$ cat config.mk
export PLATFORM = sky130hd
export DESIGN_NAME = seq_counter
export DESIGN_NICKNAME = d
export VERILOG_FILES = /design/src/rtl/seq_counter_pkg.sv /design/src/rtl/sat_counter.sv /design/src/rtl/seq_counter.sv
export SDC_FILE = /design/constraint.sdc
export NUM_CORES = 1
export LEC_CHECK = 0
export ABC_CLOCK_PERIOD_IN_PS = 5300
export CAP_MARGIN = 20
export CELL_PAD_IN_SITES_DETAIL_PLACEMENT = 1
export CELL_PAD_IN_SITES_GLOBAL_PLACEMENT = 1
export CORE_MARGIN = 1
export CORE_UTILIZATION = 35
export DETAILED_ROUTE_END_ITERATION = 8
export PLACE_DENSITY_LB_ADDON = 0.1
export SYNTH_ARGS = -nofsm -noshare
export SYNTH_HDL_FRONTEND = slang
export SYNTH_SLANG_ARGS = --single-unit
$ cat constraint.sdc
create_clock -name clk_i -period 5.3 [get_ports clk_i]
set_input_delay 0.795 -clock clk_i [delete_from_list [all_inputs] [get_ports clk_i]]
set_output_delay 0.795 -clock clk_i [all_outputs]
set_load 0.02 [all_outputs]
$ cat src/rtl/seq_counter_pkg.sv
`default_nettype none
// ============================================================================
//  Module      : seq_counter_pkg
//  Description : Shared definitions for the sequence counter: FSM state
//                encoding and default widths for the count and wrap counter.
//  Revision    : 1.0 - initial release
// ============================================================================
package seq_counter_pkg;

    // Default width of limit, count and captured terminal value.
    localparam int unsigned c_n_default = 4;
    // Default width of the saturating wrap counter.
    localparam int unsigned c_w_default = 4;

    typedef enum logic [1:0] {
        ST_IDLE = 2'd0,
        ST_RUN  = 2'd1,
        ST_DONE = 2'd2
    } state_t;

endpackage : seq_counter_pkg
`default_nettype wire

$ cat src/rtl/sat_counter.sv
`default_nettype none
// ============================================================================
//  Module      : sat_counter
//  Description : W-bit up counter that sticks at all-ones.
//  Ports       : clk_i - clock (rising edge)
//                rn_i  - asynchronous active-low reset
//                clr   - synchronous clear to zero (wins over inc)
//                inc   - increment request
//                q     - current value
//  Revision    : 1.0 - initial release
// ============================================================================
module sat_counter
    import seq_counter_pkg::*;
#(
    parameter int unsigned W = c_w_default
) (
    input  logic         clk_i,
    input  logic         rn_i,
    input  logic         clr,
    input  logic         inc,
    output logic [W-1:0] q
);

    localparam logic [W-1:0] c_max = '1;
    localparam logic [W-1:0] c_one = W'(1);

    logic [W-1:0] r_q;

    always_ff @(posedge clk_i or negedge rn_i) begin
        if (!rn_i) begin
            r_q <= '0;
        end else if (clr) begin
            r_q <= '0;
        end else if (inc && (r_q != c_max)) begin
            r_q <= r_q + c_one;
        end
    end

    assign q = r_q;

endmodule : sat_counter
`default_nettype wire

$ cat src/rtl/seq_counter.sv
`default_nettype none
// ============================================================================
//  Module      : seq_counter
//  Description : Up/down counter with a programmable terminal value, one-shot
//                or auto-reload mode, terminal pulse, captured terminal value
//                and a saturating count of terminals reached.
//  Ports       : clk_i    - clock (rising edge)
//                rn_i     - asynchronous active-low reset
//                clr_i    - synchronous clear to IDLE (highest priority)
//                start_i  - latch limit/down/reload and begin a run
//                e_i      - count enable, one step per enabled cycle in RUN
//                limit_i  - terminal value (sampled on start)
//                down_i   - 1 = count from limit down to 0 (sampled on start)
//                reload_i - 1 = restart at terminal (sampled on start)
//                count_o  - current count
//                tc_o     - one-cycle terminal-count pulse
//                seq_o    - count value captured at the last terminal
//                busy_o   - high in RUN
//                done_o   - high in DONE
//                wraps_o  - terminals reached since start, saturating
//  Revision    : 1.0 - initial release
// ============================================================================
module seq_counter
    import seq_counter_pkg::*;
#(
    parameter int unsigned N = c_n_default,
    parameter int unsigned W = c_w_default
) (
    input  logic         clk_i,
    input  logic         rn_i,
    input  logic         clr_i,
    input  logic         start_i,
    input  logic         e_i,
    input  logic [N-1:0] limit_i,
    input  logic         down_i,
    input  logic         reload_i,
    output logic [N-1:0] count_o,
    output logic         tc_o,
    output logic [N-1:0] seq_o,
    output logic         busy_o,
    output logic         done_o,
    output logic [W-1:0] wraps_o
);

    localparam logic [N-1:0] c_one = N'(1);

    state_t       r_state;
    state_t       w_state_nxt;
    logic [N-1:0] r_count;
    logic [N-1:0] w_count_nxt;
    logic [N-1:0] r_seq;
    logic [N-1:0] w_seq_nxt;
    logic [N-1:0] r_limit;
    logic [N-1:0] w_limit_nxt;
    logic         r_down;
    logic         w_down_nxt;
    logic         r_reload;
    logic         w_reload_nxt;
    logic         r_tc;
    logic         w_tc_nxt;
    logic         r_busy;
    logic         r_done;
    logic         w_wrap_clr;
    logic         w_wrap_inc;

    logic [N-1:0] w_terminal;
    logic [N-1:0] w_start_val;
    logic         w_at_term;

    // The run ends where it would start in the opposite direction, so the
    // terminal and the reload value are mirror images of each other.
    assign w_terminal  = r_down ? '0 : r_limit;
    assign w_start_val = r_down ? r_limit : '0;
    assign w_at_term   = (r_count == w_terminal);

    // ------------------------------------------------------------------
    // Next-state / datapath logic. Priority: clr_i > start_i > e_i.
    // ------------------------------------------------------------------
    always_comb begin
        w_state_nxt  = r_state;
        w_count_nxt  = r_count;
        w_seq_nxt    = r_seq;
        w_limit_nxt  = r_limit;
        w_down_nxt   = r_down;
        w_reload_nxt = r_reload;
        w_tc_nxt     = 1'b0;
        w_wrap_clr   = 1'b0;
        w_wrap_inc   = 1'b0;

        if (clr_i) begin
            w_state_nxt = ST_IDLE;
            w_count_nxt = '0;
            w_seq_nxt   = '0;
            w_wrap_clr  = 1'b1;
        end else if (start_i) begin
            // Also aborts a run in progress without a terminal pulse.
            w_limit_nxt  = limit_i;
            w_down_nxt   = down_i;
            w_reload_nxt = reload_i;
            w_count_nxt  = down_i ? limit_i : '0;
            w_wrap_clr   = 1'b1;
            w_state_nxt  = ST_RUN;
        end else begin
            case (r_state)
                ST_RUN: begin
                    if (e_i) begin
                        if (w_at_term) begin
                            w_tc_nxt   = 1'b1;
                            w_seq_nxt  = r_count;
                            w_wrap_inc = 1'b1;
                            if (r_reload) begin
                                w_count_nxt = w_start_val;
                            end else begin
                                w_state_nxt = ST_DONE;
                            end
                        end else begin
                            // Modulo-2^N step; never reaches the carry since
                            // the terminal is always hit first.
                            w_count_nxt = r_down ? (r_count - c_one)
                                                 : (r_count + c_one);
                        end
                    end
                end
                default: begin
                    // IDLE and DONE ignore e_i and hold everything.
                end
            endcase
        end
    end

    // ------------------------------------------------------------------
    // State and output registers.
    // ------------------------------------------------------------------
    always_ff @(posedge clk_i or negedge rn_i) begin
        if (!rn_i) begin
            r_state  <= ST_IDLE;
            r_count  <= '0;
            r_seq    <= '0;
            r_limit  <= '0;
            r_down   <= 1'b0;
            r_reload <= 1'b0;
            r_tc     <= 1'b0;
            r_busy   <= 1'b0;
            r_done   <= 1'b0;
        end else begin
            r_state  <= w_state_nxt;
            r_count  <= w_count_nxt;
            r_seq    <= w_seq_nxt;
            r_limit  <= w_limit_nxt;
            r_down   <= w_down_nxt;
            r_reload <= w_reload_nxt;
            r_tc     <= w_tc_nxt;
            // Status flags are registered alongside the state so they are
            // glitch-free flop outputs rather than a decode.
            r_busy   <= (w_state_nxt == ST_RUN);
            r_done   <= (w_state_nxt == ST_DONE);
        end
    end

    sat_counter #(
        .W (W)
    ) u_wraps (
        .clk_i (clk_i),
        .rn_i  (rn_i),
        .clr   (w_wrap_clr),
        .inc   (w_wrap_inc),
        .q     (wraps_o)
    );

    assign count_o = r_count;
    assign tc_o    = r_tc;
    assign seq_o   = r_seq;
    assign busy_o  = r_busy;
    assign done_o  = r_done;

endmodule : seq_counter
`default_nettype wire

== Word level (Yosys, flattened, before mapping) ==
Cells that the tools add are included.

* Add/sub/neg operators: 3
* Eq/ne operators: 7
* Mux-type cells: 30
* Bitwise gates (word level): 1
* Reductions and logical operators: 10

{| class="wikitable"
|+ Operators by type and width
! kind !! count
|-
| two-way mux 4 bit || 17
|-
| two-way mux 2 bit || 6
|-
| adder 4 x 1 -> 4 bit, second input constant || 2
|-
| inequality test 4 bit, second input constant || 2
|-
| nonzero test 2 bit || 4
|-
| two-way mux 1 bit || 7
|-
| nonzero test 3 bit || 2
|-
| == test 2 x 1 -> 1 bit, second input constant || 2
|-
| == test 4 bit || 1
|-
| AND reduction 4 bit || 1
|-
| subtractor 4 x 1 -> 4 bit, second input constant || 1
|-
| AND reduction 3 bit || 1
|-
| == test 2 bit, second input constant || 1
|-
| inequality test 2 bit, second input constant || 1
|-
| AND reduction 2 bit || 1
|-
| logical AND 1 bit || 1
|-
| inverter 1 bit || 1
|}

* Register bits: 23
* Bits of input ports: 11

== Logic depth before layout (Yosys ltp) ==
* Word-level depth: 10
* Gate-level depth with buffers: 8

== By module ==
A second synthesis with hierarchy kept.

* Cell total of the unflattened synthesis: 140
* Area total of the unflattened synthesis: 1430.1 um^2

{| class="wikitable"
|+ Modules (own cells, without submodules)
! module !! instances !! cells each !! area an instance (um^2) !! seq. area each (um^2)
|-
| seq_counter || 1 || 120 || 1201.2 || 475.5
|-
| sat_counter || 1 || 20 || 229.0 || 100.1
|}

== Least setup slack after synthesis ==
OpenSTA, ideal clock, no wires.

* Path type: reg2reg
* Start: register r_count[3] (netlist: count_o[3])
* End: register r_count[3] (netlist: count_o[3])
* Library setup time: 0.130 ns
* Data arrival time: 1.845 ns
* Slack: 3.325 ns
* Cell stages (with the launch flop): 9
* Path through: dfrtp_1 > buf_4 > nand2_2 > or4_4 > a32oi_2 > buf_4 > nor2_1 > o31ai_1 > a2bb2oi_1

* Cells in the longest elaborated chain, start to end: 7

{| class="wikitable"
|+ RTL lines
! element !! line !! source
|-
| start: declaration || seq_counter.sv:49 || <nowiki>logic [N-1:0] r_count;</nowiki>
|-
| start signal: assignment || seq_counter.sv:147 || <nowiki>r_count <= w_count_nxt;</nowiki>
|-
| adder 4 x 1 -> 4 bit or subtractor 4 x 1 -> 4 bit (tied branches) || seq_counter.sv:120, seq_counter.sv:119 ||
|-
| two-way mux 4 bit || seq_counter.sv:119 || <nowiki>w_count_nxt = r_down ? (r_count - c_one)</nowiki>
|-
| two-way mux 4 bit || seq_counter.sv:107 || <nowiki>if (w_at_term) begin</nowiki>
|-
| two-way mux 4 bit || seq_counter.sv:106 || <nowiki>if (e_i) begin</nowiki>
|-
| two-way mux 4 bit || seq_counter.sv:104 || <nowiki>case (r_state)</nowiki>
|-
| two-way mux 4 bit || seq_counter.sv:95 || <nowiki>end else if (start_i) begin</nowiki>
|-
| two-way mux 4 bit || seq_counter.sv:90 || <nowiki>if (clr_i) begin</nowiki>
|}

Several ways; a longest one is shown, not always the timed one. The select of a mux whose other input is x is not followed.
A chain may end at the register's enable or synchronous reset.

== Final worst setup path ==
* Start: register r_down
* End: register r_seq[3] (netlist: seq_o[3])

* Cells in the longest elaborated chain, start to end: 4

{| class="wikitable"
|+ RTL lines
! element !! line !! source
|-
| start: declaration || seq_counter.sv:55 || <nowiki>logic r_down;</nowiki>
|-
| start signal: assignment || seq_counter.sv:150 || <nowiki>r_down <= w_down_nxt;</nowiki>
|-
| two-way mux 4 bit || seq_counter.sv:72 || <nowiki>assign w_terminal = r_down ? '0 : r_limit;</nowiki>
|-
| == test 4 bit || seq_counter.sv:74 || <nowiki>assign w_at_term = (r_count == w_terminal);</nowiki>
|-
| nonzero test 2 bit (no line) || -- ||
|-
| AND reduction 4 bit (no line) || -- ||
|-
| end signal: assignment || seq_counter.sv:148 || <nowiki>r_seq <= w_seq_nxt;</nowiki>
|-
| end: declaration || seq_counter.sv:51 || <nowiki>logic [N-1:0] r_seq;</nowiki>
|}

Every way passes these cells.

==> results <==
- The area growth from synthesis to layout is 24.2%.
- The average wire per standard cell is 16.2 um.
- The largest net degree at the start of global routing is 24.
- The number of hold-slack violations in the final timing report came to 0.
- The detailed router placed 1041 vias in this run.
- In this run, synthesis inferred 0 flip-flops with an integrated enable.
- The setup path with the least slack is of type reg2reg.
- Fill cells in the final layout number 400.
- Setup violations remaining at the end of the flow were counted as 0.
- After clock tree synthesis, the clock-pin slew on the worst setup and hold paths is 0.08 ns.
- The number of buffers added to fix hold violations after cts is 0.
- Summed over all cells, the static leakage comes to 0.682 nW.
- The via-per-instance ratio is about 5.3.
- The number of antenna violations at the first check in global routing came to 0.
- The core region is 3470 um^2.
- The root buffer cell chosen for the clock tree is sky130_fd_sc_hd__clkbuf_8.
- The sequential element share of the synthesized area is 43.9%.
- Setup repair after global routing left no endpoint under its margin.
- The worst setup path is captured at a flip-flop.
- The worst ir drop on vdd is 0.000113 V.
- For this run, the post-layout net count is about 170.
- The floorplan step set the die width to 63.2 um.
- Once layout is done, the placed cells without fillers occupy 1630 um^2.
- The library cell used most frequently in the layout, excluding fill and tap cells, is sky130_fd_sc_hd__clkdlybuf4s50_1.
- The detail route stage leaves a number of antenna-violating nets equal to 0.
- The total clock buffers created by CTS is 3.
- In this run, synthesis produced a sequential element count of 23.
- The die area is 3990 um^2.
- The post-synthesis cell type count is 42.
- The worst path uses between 40% and 50% of the clock period.
- The post-synth design cell area is approximately 1300 um^2.
- After clock tree synthesis, the repair step resized 0 gates.
- The final max-slew violation count was 0.
- The number of inserted diodes is 0.
- For the worst setup path, the data arrival time is 2.67 ns.
- The number of global-route vias before repair is 1124.
- During placement, the flow inserted port buffers numbering 25.
- The clock arrives with 0.00183 ns of skew.
- The global-route usage over all layers is a little under a fifth.
- The final routed DRC violation total is 0.
- The largest fanout on the critical path is 15.
- The smallest clock period supported by the final layout is computed as 2.52 ns.
- The placer congestion estimate is 0.813.
- 26 I/O pins were placed.
- The layout cell share with drive strength beyond 1 is 11.2%.
- The main flop type after synthesis is sky130_fd_sc_hd__dfrtp_1.
- The half-perimeter wire length after placement is 2440 um.
- For this run, global-route usage on met2 was measured as 30.0%.
- The total power divided by cell area is ~250 nW/um^2.
- For the pin with the worst max-slew slack, the measured transition is 0.673 ns.
- The CTS H-tree depth is 1.
- The fraction of synthesis flops using an asynchronous set or reset pin is between 90% and 100%.
- The first global-routing pass estimated 5500 um of wire.
- The achievable clock frequency is 396 MHz.
- The min-delay analysis places its worst path in the category reg2reg.
- The critical path required time is between 5 and 6 ns.
- After clock tree synthesis, the setup repair step added 0 buffers.
- After routing, the total negative slack on setup checks comes to 0 ns.
- For this configuration, the core starts out at a cell density of 37.8%.
- The total global routing overflow is 0.
- The CTS tree is built.
- The area of placed instances is approximately 1600 um^2.
- The insertion delay to the later sink of the worst-skew pair is roughly 0.26 ns.
- The die extent in y is around 63 um.
- The DRC marker count from the first detailed-route iteration is 32.
- The max-capacitance violation count is 0.
- The final wirelength is 3200 um.
- For met3 alone, demand over resource in global routing was 3.08%.
- Synthesis produced a netlist with a net count of 144.
- The row count is 21.
- The headroom to the max-slew limit is between 50% and 60%.
- For this run, the number of Yosys warnings is 0.
- The met1 usage in global routing is between 20% and 30%.
- The sort of element at the start of the critical path is a flip-flop.
- The layer with the highest usage after global routing is met2.
- The longest clock path from root to sink contains 2 buffers.
- The first-pass iteration count of the detailed router is 4.
- Synthesis produced a netlist whose cell count is 129.
- The flow ran to the end, and the final reports show no timing, DRC or antenna violations.
- The top cell types in the final layout, fill and taps aside, are sky130_fd_sc_hd__clkdlybuf4s50_1, sky130_fd_sc_hd__dfrtp_1, sky130_fd_sc_hd__nor2_1.
- The clock drives 23 sinks.
- The mean post-synth cell area is 10.2 um^2.
[per-layer routing]
metal	vias to the layer above	wire (um)
li1	499	-
met1	512	1490
met2	23	1550
met3	7	103
met4	0	57
met5	-	0
[synthesized netlist by cell type (2+ instances only)]
master                       n  share of area (%)
sky130_fd_sc_hd__ha_1        3                2.9
sky130_fd_sc_hd__nand2_1    11                3.2
sky130_fd_sc_hd__buf_4       4                2.3
sky130_fd_sc_hd__nor2_1     18                5.2
sky130_fd_sc_hd__nand3_1     3                1.1
sky130_fd_sc_hd__a2bb2oi_1   3                2.0
sky130_fd_sc_hd__o31ai_1     2                1.1
sky130_fd_sc_hd__o21ai_0     3                1.1
sky130_fd_sc_hd__a21oi_1     5                1.9
sky130_fd_sc_hd__xnor2_1     5                3.3
sky130_fd_sc_hd__a21o_1      2                1.1
sky130_fd_sc_hd__nor2b_1     2               0.95
sky130_fd_sc_hd__mux2_2      5                4.3
sky130_fd_sc_hd__inv_1       2               0.57
sky130_fd_sc_hd__and3_1      3                1.4
sky130_fd_sc_hd__o21ai_1     2               0.76
sky130_fd_sc_hd__mux2i_1     8                6.1
sky130_fd_sc_hd__dfrtp_1    23                 44
sky130_fd_sc_hd__and2_1      2               0.95
[kinds of logic (layout without fill, tap and decap cells)]
group,Yosys count,after routing,synth area share (%)
buf+inv,9,32,4.49
flops,23,23,43.9
compound gates,23,23,12.4
mux,13,13,10.4
fa+ha+maj,4,4,4.39
xor+xnor,6,6,4.01
simple gates,51,51,20.3
[final timing paths]
kind / start / endpoint / slack, ns / cells past startpoint
max in group asynchronous: rn_i / r_state[0]$_DFF_PN0_ / 4.05 / 2
worst max register to register: r_down$_DFFE_PN0P_ / seq_o[3]$_DFFE_PN0P_ / 2.78 / 5
worst min register to register: seq_o[0]$_DFFE_PN0P_ / seq_o[0]$_DFFE_PN0P_ / 0.55 / 2
worst min-delay path: seq_o[0]$_DFFE_PN0P_ / seq_o[0]$_DFFE_PN0P_ / 0.55 / 2
min in group asynchronous: rn_i / count_o[0]$_DFFE_PN0P_ / 0.81 / 1
worst max-delay path: r_down$_DFFE_PN0P_ / seq_o[3]$_DFFE_PN0P_ / 2.78 / 5
[worst max-delay path, cell delays in order (launching register included)]
cell and delay (ns):
sky130_fd_sc_hd__dfrtp_1 0.54, sky130_fd_sc_hd__or4_4 0.58, sky130_fd_sc_hd__a32oi_2 0.59, sky130_fd_sc_hd__and3_1 0.40
sky130_fd_sc_hd__mux2i_1 0.23, sky130_fd_sc_hd__nor2_1 0.06
[registers in the layout, summed over array words and instances (netlist names)]
signal	count
r_reload	1
r_down	1
u_wraps.q	4
tc_o	1
seq_o	4
r_state	2
done_o	1
busy_o	1
r_limit	4
count_o	4
[area by class of cell]
type	instances	area [um^2]	share of cell area (%)
Multi-Input combinational cell	97	676	41.5
Tap cell	46	57.6	3.54
Sequential cell	23	576	35.4
Timing Repair Buffer	26	265	16.3
Inverter	2	7.51	0.462
Clock buffer	4	45.0	2.77
[per-stage QoR]
stage | total power (W) | utilization [%] | cells | setup slack [ns] | hold slack [ns]
6_report | 0.000404 | 46.9 | 198 | 2.78 | 0.549
5_1_grt | 0.000431 | 46.9 | 198 | 2.60 | 0.600
4_1_cts | 0.000410 | 46.5 | 197 | 2.77 | 0.565
3_5_place_dp | 0.000299 | 45.2 | 193 | 2.56 | 0.532
3_3_place_gp | 0.000295 | 45.2 | 193 | 2.66 | 0.519
2_1_floorplan | 0.000268 | - | 129 | 3.33 | 0.499
[power by group]
part | switching [W] | internal, W
registers | 0.0000204 | 0.000186
clock network | 0.0000552 | 0.0000536
logic | 0.0000437 | 0.0000456
total | 0.000119 | 0.000285
Power figures use the tool's default switching activity.
